===== config.mk =====
export PLATFORM = sky130hd
export DESIGN_NAME = shift_driver
export DESIGN_NICKNAME = d
export VERILOG_FILES = /design/src/rtl/shift_driver.sv
export SDC_FILE = /design/constraint.sdc
export NUM_CORES = 1
export LEC_CHECK = 0
export ABC_CLOCK_PERIOD_IN_PS = 4400
export CAP_MARGIN = 10
export CORE_ASPECT_RATIO = 1.2
export CORE_UTILIZATION = 50
export DETAILED_ROUTE_END_ITERATION = 12
export GPL_ROUTABILITY_DRIVEN = 0
export PLACE_DENSITY_LB_ADDON = 0.1
export SYNTH_ARGS = -nofsm -noshare
export SYNTH_HDL_FRONTEND = slang
export SYNTH_SLANG_ARGS = --single-unit

===== constraint.sdc =====
create_clock -name clk -period 4.4 [get_ports clk]
set_clock_uncertainty 0.1 [all_clocks]
set_input_delay 0.88 -clock clk [delete_from_list [all_inputs] [get_ports clk]]
set_output_delay 0.88 -clock clk [all_outputs]
set_load 0.1 [all_outputs]

===== src/rtl/shift_driver.sv =====
// shift_driver: bit-plane (binary-coded modulation) sequencer feeding CHAINS parallel '595 chains from a framebuffer.
// Optional debug pass-through is compiled in when SHIFT_DRIVER_DEBUG_EN is defined.
module shift_driver #(
    parameter int unsigned CHAINS    = 36,
    parameter int unsigned CHAIN_LEN = 48,
    parameter int unsigned BITS      = 8,
    parameter int unsigned BASE      = 4
) (
    input  logic              clk,
    input  logic              rst,
    output logic [15:0]       fb_addr,
    input  logic [7:0]        fb_data,
    input  logic              debug_data_in,
    input  logic              debug_clk_in,
    input  logic              debug_en,
    output logic              oe,
    output logic              rclk,
    output logic              srclk,
    output logic              srclr,
    output logic [CHAINS-1:0] ser
);
    localparam int unsigned MAX_ON = BASE << (BITS - 1);
    localparam int unsigned DW = $clog2(MAX_ON + 1);
    localparam int unsigned CW = $clog2(CHAINS + 2);
    localparam int unsigned IW = (CHAINS > 1) ? $clog2(CHAINS) : 1;
    localparam int unsigned PW = (CHAIN_LEN > 1) ? $clog2(CHAIN_LEN) : 1;
    localparam int unsigned BW = (BITS > 1) ? $clog2(BITS) : 1;

    typedef enum logic [2:0] {
        ST_CLEAR,
        ST_FETCH,
        ST_SHIFT,
        ST_WAIT,
        ST_LATCH
    } state_t;

    state_t            state, state_n;
    logic              clr_cnt, clr_cnt_n;
    logic [CW-1:0]     chain, chain_n;
    logic [PW-1:0]     pixel, pixel_n;
    logic [BW-1:0]     plane, plane_n;
    logic [1:0]        phase, phase_n;
    logic [DW-1:0]     disp_cnt, disp_n;
    logic              oe_n, rclk_n, srclk_n, srclr_n;
    logic [CHAINS-1:0] ser_n;
    logic [15:0]       fb_addr_n;
    logic              unused_debug;

    logic              iss_v, dat_v;
    logic [IW-1:0]     iss_c, dat_c;
    logic [CHAINS-1:0] staging;

    always_comb begin
        state_n      = state;
        clr_cnt_n    = clr_cnt;
        chain_n      = chain;
        pixel_n      = pixel;
        plane_n      = plane;
        phase_n      = phase;
        disp_n       = disp_cnt;
        oe_n         = oe;
        rclk_n       = 1'b0;
        srclk_n      = 1'b0;
        srclr_n      = srclr;
        ser_n        = ser;
        fb_addr_n    = fb_addr;
        unused_debug = 1'b0;

        // Display timer runs independently so the next plane's fetch/shift overlaps it.
        if (disp_cnt != '0) begin
            disp_n = disp_cnt - DW'(1);
            if (disp_cnt == DW'(1)) oe_n = 1'b1;
        end

        unique case (state)
            ST_CLEAR: begin
                srclr_n   = 1'b0;
                oe_n      = 1'b1;
                disp_n    = '0;
                fb_addr_n = '0;
                ser_n     = '0;
                if (clr_cnt) begin
                    clr_cnt_n = 1'b0;
                    srclr_n   = 1'b1;
                    chain_n   = '0;
                    state_n   = ST_FETCH;
                end else begin
                    clr_cnt_n = 1'b1;
                end
            end
            ST_FETCH: begin
                if (chain < CW'(CHAINS))
                    fb_addr_n = 16'(chain) * 16'(CHAIN_LEN) + 16'(pixel);
                // Two extra cycles drain the RAM latency and the capture register.
                if (chain == CW'(CHAINS + 1)) begin
                    chain_n = '0;
                    phase_n = '0;
                    state_n = ST_SHIFT;
                end else begin
                    chain_n = chain + CW'(1);
                end
            end
            ST_SHIFT: begin
                case (phase)
                    2'd0: begin
                        ser_n   = staging;
                        phase_n = 2'd1;
                    end
                    2'd1: begin
                        srclk_n = 1'b1;
                        phase_n = 2'd2;
                    end
                    default: begin
                        phase_n = 2'd0;
                        if (pixel == '0) begin
                            state_n = ST_WAIT;
                        end else begin
                            pixel_n = pixel - PW'(1);
                            state_n = ST_FETCH;
                        end
                    end
                endcase
            end
            ST_WAIT: begin
                if (disp_cnt == '0) begin
                    rclk_n  = 1'b1;
                    state_n = ST_LATCH;
                end
            end
            ST_LATCH: begin
                oe_n    = 1'b0;
                disp_n  = DW'(BASE << plane);
                plane_n = (plane == BW'(BITS - 1)) ? '0 : plane + BW'(1);
                pixel_n = PW'(CHAIN_LEN - 1);
                chain_n = '0;
                state_n = ST_FETCH;
            end
            default: state_n = ST_CLEAR;
        endcase

`ifdef SHIFT_DRIVER_DEBUG_EN
        if (debug_en) begin
            state_n   = ST_CLEAR;
            clr_cnt_n = 1'b0;
            chain_n   = '0;
            pixel_n   = PW'(CHAIN_LEN - 1);
            plane_n   = '0;
            phase_n   = '0;
            disp_n    = '0;
            fb_addr_n = '0;
            ser_n     = {CHAINS{debug_data_in}};
            srclk_n   = debug_clk_in;
            rclk_n    = debug_clk_in;
            oe_n      = 1'b0;
            srclr_n   = 1'b1;
        end
`else
        unused_debug = ^{debug_data_in, debug_clk_in, debug_en};
`endif
    end

    always_ff @(posedge clk or posedge rst) begin
        if (rst) begin
            state    <= ST_CLEAR;
            clr_cnt  <= 1'b0;
            chain    <= '0;
            pixel    <= PW'(CHAIN_LEN - 1);
            plane    <= '0;
            phase    <= '0;
            disp_cnt <= '0;
            oe       <= 1'b1;
            rclk     <= 1'b0;
            srclk    <= 1'b0;
            srclr    <= 1'b0;
            ser      <= '0;
            fb_addr  <= '0;
        end else begin
            state    <= state_n;
            clr_cnt  <= clr_cnt_n;
            chain    <= chain_n;
            pixel    <= pixel_n;
            plane    <= plane_n;
            phase    <= phase_n;
            disp_cnt <= disp_n;
            oe       <= oe_n;
            rclk     <= rclk_n;
            srclk    <= srclk_n;
            srclr    <= srclr_n;
            ser      <= ser_n;
            fb_addr  <= fb_addr_n;
        end
    end

    // Chain index follows its address through the registered address and the RAM output register.
    always_ff @(posedge clk or posedge rst) begin
        if (rst) begin
            iss_v   <= 1'b0;
            iss_c   <= '0;
            dat_v   <= 1'b0;
            dat_c   <= '0;
            staging <= '0;
        end else begin
            iss_v <= (state == ST_FETCH) && (chain < CW'(CHAINS));
            iss_c <= IW'(chain);
            dat_v <= iss_v;
            dat_c <= iss_c;
            if (dat_v) staging[dat_c] <= fb_data[plane];
        end
    end
endmodule


==> metrics <==
status=finished clean; Final Non-Filler Cells=860; routed wire length=13150 microns; Die Ht=125.2 microns; r2r endpoint=fb_addr[11]; end of the critical path=oe; vias in the first global route=4812; ANT cells=0; syn avg cell area=9.992 sq um; ys flop type=dfrtp_1; Netlist cell types=61; # rows=44; Critical path buffers and inverters=1; Skew-Pair Late Insertion Delay=0.41 ns; M1 GR Usage=0.2648; Slew Viols, Final=0; I/O pin count=69; critical path endpoint category=output port; Required @ worst endpoint=3.42 ns; number of flops mapped to enable cells by yosys=0; top post-synthesis cells by count=128 x dfrtp_1, 108 x nand2_1, 59 x o21ai_0; critical path arrival=2.07 ns; Period minus WS final=3.049 ns; CTS tree=built; Cells after Synth=633; Final Core Density=0.6272; Clock transition at path regs=0.06 ns; Routed Antenna Nets=0; critical-path maximum fanout=2; DR vias/cell=5.510; initial antenna violation count=0; worst setup margin=1.351 ns; share of cells above drive strength 1=0.1016; critical path depth in cells=1; area leader, netlist=dfrtp_1; critical path class=reg -> out; CP Cell Sequence=clkdlybuf4s50_1; Worst R2R Setup Slack=1.80 ns; most numerous cell in the Yosys netlist=dfrtp_1; pre-CTS setup slack=1.396 ns; CP peak stage delay=1.12 ns; post-synthesis cell area=6325 sq um; core area=12220 sq um; slew of the pin with the lowest slew margin=1.017 ns; postcts setup bufs=0; slowest cell on the critical path=clkdlybuf4s50_1; GR Util All Layers=0.2207; PostCTS Resize Cnt=0; grt ovf=0; HP Class=reg -> reg; Initial Utilization=0.5175; hpwl dp=9043 microns; slew margin rel.=0.3196; Yosys Warn Count=0; Port Buf Inserts=62; CTS root buf=clkbuf_16; total power=2.947 mW; Synth area leaders=dfrtp_1 51%, nand2_1 6.4%, o21ai_0 4.7%; total negative slack=0 ns; Seq cells post-synth=134; 1st-iter DRT viols=191; Leak Pwr=3.343 nW; placed inst area=7066 sq um; post-synthesis async set-or-reset flop share=1.000; GR Util met3=0.05735; max_cap viols=0; Critical path origin=oe; clock sinks=134; CP Launch Type=register; Num CTS Buffers=17; post-synthesis sequential area ratio=0.5314; Via Count=4739; final setup fails=0; Placed Cells=828; VDD IR max=243.7 uV; Peak Freq=327.9 MHz; first-pass GRT wire length=22980 microns; global route hottest layer=met2; PwrDens=384.5 nW/um^2; Final Cycle Share=0.6931; H-Tree Depth=4; unrepaired setup endpoints after global routing=no; drt pass-1 iters=4; CTS Buffer Depth=2; P&R area growth vs syn=21.19%; R2R depth=8; WHS=0.2414 ns; R2R Path Start=chain[0]; die area=13110 sq um; grt met2 use=0.3845; largest net degree at the start of global routing=73; width of the die=104.7 microns; fin area=7665 sq um; Fin. Hold Viols=0; Hold Buf Count CTS=0; DRC violations left=0; crit-path leading delay family=buffers and inverters; # nets final=724; Yosys top cell area share=0.5064; DR WL/cell=15.29 microns
==> routing by layer <==
metal | wire length, microns | up-vias
met3 | 344 | 21
met4 | 242 | 0
li1 | - | 2326
met1 | 5740 | 2306
met5 | 0 | -
met2 | 6825 | 86
==> layout make-up <==
type / instances / area (sq um)
timing repair buffer: 69 / 685.7
clock inverter: 13 / 146.4
clock buffer: 19 / 452.9
tap: 161 / 201.4
sequential: 134 / 3361
inverter: 20 / 78.83
multi-input combinational: 444 / 2739
fill: 1057 / 4557
==> kinds of logic (layout without fill, tap and decap cells) <==
| family | count (synthesis) | in the layout | synth area share |
|---|---|---|---|
| other cells | 1 | 3 | 0.0005929 |
| compound gates | 153 | 153 | 0.1533 |
| simple gates | 230 | 230 | 0.1703 |
| flops | 134 | 134 | 0.5314 |
| fa+ha+maj | 25 | 25 | 0.05183 |
| xor+xnor | 16 | 16 | 0.02216 |
| buf+inv | 57 | 121 | 0.03719 |
| mux | 17 | 17 | 0.03323 |
==> worst reg2reg max path, delay by kind of cell (launching register included) <==
kind,cells,cell delay (ns)
compound gates,2,0.50
xor+xnor,1,0.27
fa+ha+maj,2,0.70
simple gates,2,0.31
flops,1,0.53
buf+inv,1,0.10
==> report_power, final <==
part           switching, mW  total, mW  internal, mW
logic                  0.188      0.245        0.0565
clock network          0.546       1.42         0.870
registers             0.0189       1.29          1.27
==> state kept, by name, indices dropped and copies added, names as in the netlist, 2 cells and up <==
| name | count |
|---|---|
| disp_cnt | 10 |
| pixel | 6 |
| state | 3 |
| staging | 36 |
| phase | 2 |
| dat_c | 6 |
| fb_addr | 13 |
| plane | 3 |
| iss_c | 6 |
| chain | 6 |
| ser | 36 |
==> worst min path at each step <==
| stage | from | end | slack (ns) | cells past startpoint |
|---|---|---|---|---|
| finish | iss_c[0] | dat_c[0] | 0.24 | 0 |
| global route | iss_c[1] | dat_c[1] | 0.25 | 0 |
| CTS | iss_c[2] | dat_c[2] | 0.24 | 0 |
| detailed placement | iss_c[4] | dat_c[4] | 0.23 | 0 |
| global placement | iss_c[3] | dat_c[3] | 0.24 | 0 |
| floorplan | iss_c[0] | dat_c[0] | 0.23 | 0 |
==> layout by cell type, fill, tap and decap left out, drive strengths merged, types with 5 or more instances in the layout <==
cell type	synthesis	layout
mux2	12	12
clkinv	0	6
nor2b	7	7
nor3	12	12
clkdlybuf4s50	0	62
o21ai	61	61
xnor2	8	8
a31oi	12	12
a21oi	31	31
nor2	47	47
a41oi	18	18
dfrtp	128	128
or3b	5	5
buf	10	7
dfstp	6	6
nand3	13	13
nand2	108	108
inv	20	22
nor3b	8	8
clkbuf	27	19
ha	23	23
and3	5	5
o31ai	9	9
xor2	8	8
Power figures use the tool's default switching activity.
